[config.mk]
export PLATFORM = sky130hd
export DESIGN_NAME = nts_dispatcher_reader
export DESIGN_NICKNAME = d
export VERILOG_FILES = /design/src/rtl/nts_dispatch_pkg.sv /design/src/rtl/nts_dispatcher_reader.sv
export SDC_FILE = /design/constraint.sdc
export NUM_CORES = 1
export LEC_CHECK = 0
export ABC_CLOCK_PERIOD_IN_PS = 18700
export CORE_MARGIN = 4
export CORE_UTILIZATION = 50
export DETAILED_ROUTE_END_ITERATION = 8
export GPL_TIMING_DRIVEN = 0
export PLACE_DENSITY = 0.75
export SLEW_MARGIN = 20
export SYNTH_ARGS = -nofsm -noshare
export SYNTH_HDL_FRONTEND = slang
export SYNTH_SLANG_ARGS = --single-unit
[constraint.sdc]
create_clock -name i_clk -period 18.7 [get_ports i_clk]
set_input_delay 1.87 -clock i_clk [delete_from_list [all_inputs] [get_ports i_clk]]
set_output_delay 1.87 -clock i_clk [all_outputs]
set_load 0.005 [all_outputs]
[src/rtl/nts_dispatch_pkg.sv]
// Shared types and constants for the dispatch-buffer reader: FSM state encoding,
// accepted Ethertypes and the buffer word indices that hold the frame header.
package nts_dispatch_pkg;

    typedef enum logic [2:0] {
        ST_IDLE    = 3'd0,
        ST_HDR0    = 3'd1,
        ST_HDR1    = 3'd2,
        ST_DECIDE  = 3'd3,
        ST_FETCH   = 3'd4,
        ST_LOAD    = 3'd5,
        ST_SEND    = 3'd6,
        ST_RELEASE = 3'd7
    } state_t;

    localparam logic [15:0] ETHERTYPE_IPV4 = 16'h0800;
    localparam logic [15:0] ETHERTYPE_IPV6 = 16'h86DD;

    localparam int unsigned HDR0_WORD = 32'd0;
    localparam int unsigned HDR1_WORD = 32'd1;

    // Ethertype sits in bits [31:16] of header word 1.
    function automatic logic [15:0] ethertype_of(input logic [63:0] h1);
        return h1[31:16];
    endfunction

    function automatic logic ethertype_accepted(input logic [15:0] et);
        return (et == ETHERTYPE_IPV4) || (et == ETHERTYPE_IPV6);
    endfunction

endpackage

[src/rtl/nts_dispatcher_reader.sv]
// Reads one complete frame out of the dispatch buffer and streams it downstream.
// Optional macro NTS_DISPATCHER_READER_ETHERTYPE_FILTER_EN drops short / non-IP frames.
module nts_dispatcher_reader
    import nts_dispatch_pkg::*;
#(
    parameter int ADDR_WIDTH = 8
) (
    input  logic                  i_clk,
    input  logic                  i_areset,
    input  logic                  i_dispatch_packet_available,
    input  logic [ADDR_WIDTH-1:0] i_dispatch_counter,
    input  logic [7:0]            i_dispatch_data_valid,
    output logic [ADDR_WIDTH-1:0] o_dispatch_raddr,
    input  logic [63:0]           i_dispatch_rdata,
    output logic                  o_dispatch_packet_read,
    output logic                  o_engine_valid,
    output logic [63:0]           o_engine_data,
    output logic                  o_engine_last,
    output logic [7:0]            o_engine_data_valid,
    input  logic                  i_engine_ready,
    output logic [31:0]           o_cnt_forwarded,
    output logic [31:0]           o_cnt_dropped
);

    localparam logic [ADDR_WIDTH-1:0] ADDR_ZERO = {ADDR_WIDTH{1'b0}};
    localparam logic [ADDR_WIDTH-1:0] ADDR_ONE  = {{(ADDR_WIDTH-1){1'b0}}, 1'b1};
    localparam logic [ADDR_WIDTH-1:0] ADDR_HDR0 = ADDR_WIDTH'(HDR0_WORD);
    localparam logic [ADDR_WIDTH-1:0] ADDR_HDR1 = ADDR_WIDTH'(HDR1_WORD);

    state_t                state_q, state_d;
    logic [ADDR_WIDTH-1:0] cnt_q, cnt_d;
    logic [7:0]            mask_q, mask_d;
    logic [63:0]           h0_q, h0_d;
    logic [63:0]           h1_q, h1_d;
    logic [ADDR_WIDTH-1:0] idx_q, idx_d;
    logic [ADDR_WIDTH-1:0] raddr_q, raddr_d;
    logic                  pkt_read_q, pkt_read_d;
    logic                  ev_q, ev_d;
    logic [63:0]           ed_q, ed_d;
    logic                  el_q, el_d;
    logic [7:0]            edv_q, edv_d;
    logic                  hold_q, hold_d;
    logic                  dropping_q, dropping_d;
    logic [31:0]           cnt_fwd_q, cnt_fwd_d;
    logic                  drop_frame_s;
    logic                  drop_inc_s;

`ifdef NTS_DISPATCHER_READER_ETHERTYPE_FILTER_EN
    logic [31:0]           cnt_drop_q, cnt_drop_d;

    assign drop_frame_s = (cnt_q == ADDR_ZERO) || !ethertype_accepted(ethertype_of(h1_q));

    // Dropped-frame statistic, wraps modulo 2^32.
    always_comb begin
        if (drop_inc_s) begin
            cnt_drop_d = cnt_drop_q + 32'd1;
        end else begin
            cnt_drop_d = cnt_drop_q;
        end
    end

    // Dropped-frame statistic register.
    always_ff @(posedge i_clk or posedge i_areset) begin
        if (i_areset) begin
            cnt_drop_q <= 32'd0;
        end else begin
            cnt_drop_q <= cnt_drop_d;
        end
    end

    assign o_cnt_dropped = cnt_drop_q;
`else
    assign drop_frame_s  = 1'b0;
    assign o_cnt_dropped = 32'd0;
`endif

    // Next-state and datapath decode for the read/forward sequence.
    always_comb begin
        state_d    = state_q;
        cnt_d      = cnt_q;
        mask_d     = mask_q;
        h0_d       = h0_q;
        h1_d       = h1_q;
        idx_d      = idx_q;
        raddr_d    = raddr_q;
        pkt_read_d = 1'b0;
        ev_d       = ev_q;
        ed_d       = ed_q;
        el_d       = el_q;
        edv_d      = edv_q;
        hold_d     = 1'b0;
        dropping_d = dropping_q;
        cnt_fwd_d  = cnt_fwd_q;
        drop_inc_s = 1'b0;

        case (state_q)
            ST_IDLE: begin
                raddr_d = ADDR_HDR0;
                // hold_q blocks the cycle right after a release, so a stale
                // packet_available cannot restart the frame just freed.
                if (i_dispatch_packet_available && !hold_q) begin
                    cnt_d   = i_dispatch_counter;
                    mask_d  = i_dispatch_data_valid;
                    raddr_d = ADDR_HDR1;
                    state_d = ST_HDR0;
                end else begin
                    state_d = ST_IDLE;
                end
            end
            ST_HDR0: begin
                h0_d = i_dispatch_rdata;
                if (cnt_q == ADDR_ZERO) begin
                    h1_d    = 64'd0;
                    state_d = ST_DECIDE;
                end else begin
                    state_d = ST_HDR1;
                end
            end
            ST_HDR1: begin
                h1_d    = i_dispatch_rdata;
                state_d = ST_DECIDE;
            end
            ST_DECIDE: begin
                idx_d = ADDR_ZERO;
                if (drop_frame_s) begin
                    dropping_d = 1'b1;
                    pkt_read_d = 1'b1;
                    state_d    = ST_RELEASE;
                end else begin
                    dropping_d = 1'b0;
                    ev_d       = 1'b1;
                    ed_d       = h0_q;
                    el_d       = (cnt_q == ADDR_ZERO);
                    edv_d      = (cnt_q == ADDR_ZERO) ? mask_q : 8'hFF;
                    state_d    = ST_SEND;
                end
            end
            ST_FETCH: begin
                state_d = ST_LOAD;
            end
            ST_LOAD: begin
                // Word 1 is already held from the header read.
                ev_d    = 1'b1;
                ed_d    = (idx_q == ADDR_HDR1) ? h1_q : i_dispatch_rdata;
                el_d    = (idx_q == cnt_q);
                edv_d   = (idx_q == cnt_q) ? mask_q : 8'hFF;
                state_d = ST_SEND;
            end
            ST_SEND: begin
                if (i_engine_ready) begin
                    ev_d = 1'b0;
                    if (el_q) begin
                        pkt_read_d = 1'b1;
                        state_d    = ST_RELEASE;
                    end else begin
                        idx_d   = idx_q + ADDR_ONE;
                        raddr_d = idx_q + ADDR_ONE;
                        state_d = ST_FETCH;
                    end
                end else begin
                    state_d = ST_SEND;
                end
            end
            ST_RELEASE: begin
                raddr_d = ADDR_ZERO;
                el_d    = 1'b0;
                edv_d   = 8'h00;
                ed_d    = 64'd0;
                hold_d  = 1'b1;
                if (dropping_q) begin
                    drop_inc_s = 1'b1;
                end else begin
                    cnt_fwd_d = cnt_fwd_q + 32'd1;
                end
                state_d = ST_IDLE;
            end
            default: begin
                state_d = ST_IDLE;
            end
        endcase
    end

    // State, datapath and output registers; reset aborts any frame in flight.
    always_ff @(posedge i_clk or posedge i_areset) begin
        if (i_areset) begin
            state_q    <= ST_IDLE;
            cnt_q      <= ADDR_ZERO;
            mask_q     <= 8'h00;
            h0_q       <= 64'd0;
            h1_q       <= 64'd0;
            idx_q      <= ADDR_ZERO;
            raddr_q    <= ADDR_ZERO;
            pkt_read_q <= 1'b0;
            ev_q       <= 1'b0;
            ed_q       <= 64'd0;
            el_q       <= 1'b0;
            edv_q      <= 8'h00;
            hold_q     <= 1'b0;
            dropping_q <= 1'b0;
            cnt_fwd_q  <= 32'd0;
        end else begin
            state_q    <= state_d;
            cnt_q      <= cnt_d;
            mask_q     <= mask_d;
            h0_q       <= h0_d;
            h1_q       <= h1_d;
            idx_q      <= idx_d;
            raddr_q    <= raddr_d;
            pkt_read_q <= pkt_read_d;
            ev_q       <= ev_d;
            ed_q       <= ed_d;
            el_q       <= el_d;
            edv_q      <= edv_d;
            hold_q     <= hold_d;
            dropping_q <= dropping_d;
            cnt_fwd_q  <= cnt_fwd_d;
        end
    end

    assign o_dispatch_raddr       = raddr_q;
    assign o_dispatch_packet_read = pkt_read_q;
    assign o_engine_valid         = ev_q;
    assign o_engine_data          = ed_q;
    assign o_engine_last          = el_q;
    assign o_engine_data_valid    = edv_q;
    assign o_cnt_forwarded        = cnt_fwd_q;

endmodule

-- After elaboration in Yosys (flattened, before gate mapping)
Cells that the tools add are included.
- add/sub/neg operators: 2
- mux-type cells: 24
- $mul: 0
- eq/ne operators: 12
- reduce and logical (&&, ||, !) cells: 15
- div/mod/pow operators: 0
- $lt $le $gt $ge: 0
- bitwise operators: 0
- shift operators: 0
- operators by type and width (cell ; number):
    $pmux W64 S3 ; 1
    $mux W64 ; 2
    $pmux W64 S2 ; 1
    $pmux W8 S3 ; 2
    $add A32 B1 Y32 const B ; 1
    $mux W8 ; 4
    $pmux W3 S7 ; 1
    $pmux W8 S2 ; 1
    $eq A3 B3 Y1 const B ; 4
    $add A8 B1 Y8 const B ; 1
    $eq A8 B1 Y1 const B ; 1
    $eq A8 B8 Y1 ; 1
    $logic_not A8 Y1 ; 1
    $mux W1 ; 8
    $eq A3 B2 Y1 const B ; 2
    $ne A2 B2 Y1 const B ; 3
    $reduce_and A2 Y1 ; 3
    $reduce_and A3 Y1 ; 2
    $reduce_bool A2 Y1 ; 3
    $reduce_bool A3 Y1 ; 2
    $eq A3 B1 Y1 const B ; 1
    $logic_not A3 Y1 ; 1
    $mux W3 ; 1
    $pmux W1 S3 ; 1
    5 further kinds ; 5
- memory bits (read-only): 0
- memories kept: 0
- output and inout bits: 147
- bits in registers: 271
- bits of input ports: 84
- bits in latches: 0
- logic and storage cells: 67
- memory bits (writable): 0

-- Depth between registers and ports, before layout
- depth in word-level cells: 4
- depth in mapped cells: 8

-- Worst setup path before layout
Ideal clock, no wire load.
- path type: input to register
- start: in i_engine_ready
- end: reg raddr_q[2], in the netlist o_dispatch_raddr[2]
- library setup time: 135 ps
- required time: 18565 ps
- setup slack: 15789 ps
- arrival: 2776 ps
- cell stages on the path: 5
- cells stage by stage: nor2b_1 o21a_1 a21oi_1 clkbuf_1 o31ai_1
- longest elaborated chain between the ends: 2
- ends and longest elaborated chain (item ; line ; source):
    start: declaration ; nts_dispatcher_reader.sv:20 ; input logic i_engine_ready,
    $ne A2 B2 Y1 (no line) ; - ;
    $reduce_and A3 Y1 (no line) ; - ;
    end signal: assignment ; nts_dispatcher_reader.sv:208 ; raddr_q <= raddr_d;
    end: declaration ; nts_dispatcher_reader.sv:36 ; logic [ADDR_WIDTH-1:0] raddr_q, raddr_d;
Every way passes these cells.
A chain may end at the register's enable or synchronous reset.

-- Final worst setup path
- start: reg cnt_fwd_q[5], in the netlist o_cnt_forwarded[5]
- end: out o_cnt_forwarded[5]
- RTL lines (item ; line ; source):
    start: declaration ; nts_dispatcher_reader.sv:44 ; logic [31:0] cnt_fwd_q, cnt_fwd_d;
    start signal: assignment ; nts_dispatcher_reader.sv:216 ; cnt_fwd_q <= cnt_fwd_d;
    end: declaration ; nts_dispatcher_reader.sv:21 ; output logic [31:0] o_cnt_forwarded,
No word-level cell between the ends.

==> results.yml <==
clock_network:
  cts_buffers: 29
  cts.sinks: 271
  postCtsSetupRepairBufs: 0
  clk_latency_ns: 0.53
  tritoncts: "yes"
  cts_buffer_depth: 3
  cts_root_buffer: "clkbuf_16"
  htree_levels: 1
  clk_pin_slew_ns: 0.06
  ctsResizeCount: 0
  holdBufCountCts: 0
worst_hold_path:
  hold_end: "o_cnt_forwarded[31]"
  min_from: "o_cnt_forwarded[31]"
  hp-class: "flip-flop to flip-flop"
  worstHoldPathCells: 1
final_layout:
  multi_input_area_sq_mm: 0.00476
  seq_area_sq_mm: 0.00678
  nets: 1362
  nFillCells: 1839
  area_growth_pct: 29.7
  drive_gt1_frac: 0.164
outcome:
  status: "finished, final reports clean"
setup_path:
  critPathMaxStageDelay_ns: 0.55
  path_cells: "clkdlybuf4s50_1"
  r2r_start: "state_q[1]"
  reg2reg_depth: 8
  critPathTopFamily: "buffers and inverters"
  endpoint_kind: "output port"
  worstPathMaxFanout: 6
  critPathBufInv: 1
  worst-endpoint-arrival_ns: 1.56
  crit_type: "flip-flop to output port"
  cp-start-kind: "flip-flop"
  r2r_slack_ns: 16.34
  crit_slowest_cell: "clkdlybuf4s50_1"
  crit_required_ns: 16.83
  reg2reg_to: "o_engine_data[37]"
sta:
  hold_viol_final: 0
  clock_skew_ns: 0.0130
  setup_tns_ns: 0
  setup_viol_count_final: 0
  timing.final.ws_setup_ns: 15.27
  max_freq_mhz: 292
  post-route-period-util: 0.183
  rsz0062_at_grt: "false"
  timing.final.max_slew_violations: 0
  worstMarginPinSlew_ns: 0.790
  finalCriticalPeriod_ns: 3.43
  slew-limit-headroom: 0.473
die:
  rows: 56
  die_x_microns: 163
  io_pins: 231
  die-area_sq_mm: 0.0267
  die_h_microns: 163
  start_util: 0.510
  fp.coreArea_sq_mm: 0.0236
power:
  power_switching_mw: 0.858
  p_seq_frac: 0.378
  clkPwrFrac: 0.225
  irDropWorstVdd_mv: 0.0864
  p_leak_nw: 7.13
  comb_power_share: 0.397
  power.share.switching: 0.329
  p_per_area_mw_per_mm2: 167
  p_int_mw: 1.75
placed_design:
  dp_slack_ns: 14.95
  routabilityCongestion: 0.806
  port_buffers: 198
  place_hpwl_microns: 21400
detailed_routing:
  ant_nets: 0
  routed_wl_microns: 30900
  wl_per_cell_microns: 19.1
  vias: 8888
  drt_iter0_drc: 439
  drc_errors: 0
  viasPerCell: 5.50
  firstDrtPassIters: 5
synthesis:
  syn_avg_cell_area_sq_um: 11.9
  synth_top_area_frac: 0.563
  ys_ff_latch: 271
  yosysTopAreaCell: "dfrtp_1"
  synth_area_sq_mm: 0.0121
  synthTopCellsByCount: "271 x dfrtp_1, 120 x o21ai_0, 80 x mux2_2"
  ys.flop_type: "dfrtp_1"
  yosysMostFrequentCell: "dfrtp_1"
  synthTopCellsByArea: "dfrtp_1 56%, mux2_2 7.5%, mux2i_1 5.3%"
  yosys_warnings: 0
  synth_edf_count: 0
  seq_area_frac_synth: 0.563
  synth.distinct_cells: 43
  async_reset_ff_frac: 1.00
  syn_inst: 1012
global_route:
  grt_first_pass_wirelength_microns: 50000
  grt-ovfl-total: 0
  grtUsageTotal: 0.232
  grt_max_degree: 73
  antenna_found_initial: 1
  grt_pass1_vias: 9276
flow_run:
  drv_cap: 0
-- layout by cell type (no fill, tap or decap), types with 7 or more instances in the layout --
| master | count |
|---|---|
| a21oi_1 | 14 |
| a22o_1 | 65 |
| buf_1 | 8 |
| buf_2 | 28 |
| buf_4 | 34 |
| clkbuf_1 | 30 |
| clkbuf_16 | 29 |
| clkbuf_8 | 9 |
| clkdlybuf4s50_1 | 198 |
| conb_1 | 32 |
| dfrtp_1 | 271 |
| inv_1 | 8 |
| mux2_2 | 80 |
| mux2i_1 | 64 |
| nand2_1 | 45 |
| nand3_1 | 15 |
| nand4_1 | 7 |
| nor2_1 | 30 |
| o21a_1 | 66 |
| o21ai_0 | 120 |
| o21ai_1 | 24 |
| o31ai_1 | 7 |
| xnor2_1 | 30 |
| xor2_1 | 15 |
-- layout make-up --
| cell class | count | area share |
|---|---|---|
| Antenna cell | 1 | 0.000160 |
| Buffer | 101 | 0.0375 |
| Clock buffer | 43 | 0.0556 |
| Clock inverter | 8 | 0.00768 |
| Inverter | 10 | 0.00288 |
| Multi-Input combinational cell | 661 | 0.305 |
| Sequential cell | 271 | 0.434 |
| Tap cell | 319 | 0.0255 |
| Timing Repair Buffer | 201 | 0.132 |
-- logic make-up (layout without fill, tap and decap cells) --
logic type | Yosys count | after routing | share of synthesized area
xor+xnor | 45 | 45 | 0.0327
flops | 271 | 271 | 0.563
buf+inv | 111 | 363 | 0.0518
mux | 144 | 144 | 0.128
fa+ha+maj | 3 | 3 | 0.00311
other cells | 1 | 33 | 0.000311
simple gates | 138 | 138 | 0.0614
compound gates | 299 | 299 | 0.160
-- per-layer routing --
layer | routed length, microns | GRT usage | vias to the layer above
li1 | - | - | 4088
met2 | 14500 | 0.376 | 221
met1 | 13800 | 0.323 | 4518
met4 | 704 | 0.0545 | 2
met5 | 7 | 0 | -
met3 | 1850 | 0.0520 | 59
-- registers in the layout, indices dropped and copies added, names as in the netlist --
| signal | flops |
|---|---|
| o_engine_data_valid | 8 |
| state_q | 3 |
| o_engine_last | 1 |
| o_engine_valid | 1 |
| h0_q | 64 |
| h1_q | 64 |
| cnt_q | 8 |
| o_dispatch_raddr | 8 |
| hold_q | 1 |
| o_cnt_forwarded | 32 |
| idx_q | 8 |
| mask_q | 8 |
| o_engine_data | 64 |
| o_dispatch_packet_read | 1 |
-- power groups by stage --
stage | sequential, mW | clock [mW] | combinational [mW]
after floorplan | 0.968 | 0 | 0.645
after global placement | 0.983 | 0 | 1.01
after detailed placement | 0.992 | 0 | 1.04
final | 0.987 | 0.587 | 1.04
after global routing | 1.02 | 0.625 | 1.14
after CTS | 0.986 | 0.598 | 1.05
-- per-stage QoR --
step / cell area, sq um / utilization / hold slack, ns / instances / power (mW)
2_1_floorplan: 12200 / - / 0.465 / 1043 / 1.61
3_3_place_gp: 14500 / 0.616 / 0.458 / 1560 / 2.00
3_5_place_dp: 14600 / 0.620 / 0.460 / 1563 / 2.03
4_1_cts: 15600 / 0.662 / 0.469 / 1614 / 2.63
5_1_grt: 15600 / 0.662 / 0.480 / 1614 / 2.79
6_report: 15600 / 0.662 / 0.464 / 1615 / 2.61
-- how the worst max path moves through the flow --
stage / slack (ns) / from / endpoint / depth (start not counted)
final: 15.27 / o_cnt_forwarded[5] / o_cnt_forwarded[5] / 1
after global routing: 15.21 / o_cnt_forwarded[5] / o_cnt_forwarded[5] / 1
after CTS: 15.26 / o_cnt_forwarded[5] / o_cnt_forwarded[5] / 1
after detailed placement: 14.95 / i_engine_ready / o_dispatch_raddr[2] / 6
after global placement: 5.94 / i_areset / o_dispatch_raddr[2] / 2
after floorplan: 9.36 / i_areset / cnt_q[0] / 1
Note: power is estimated with default switching activity, not from simulation.
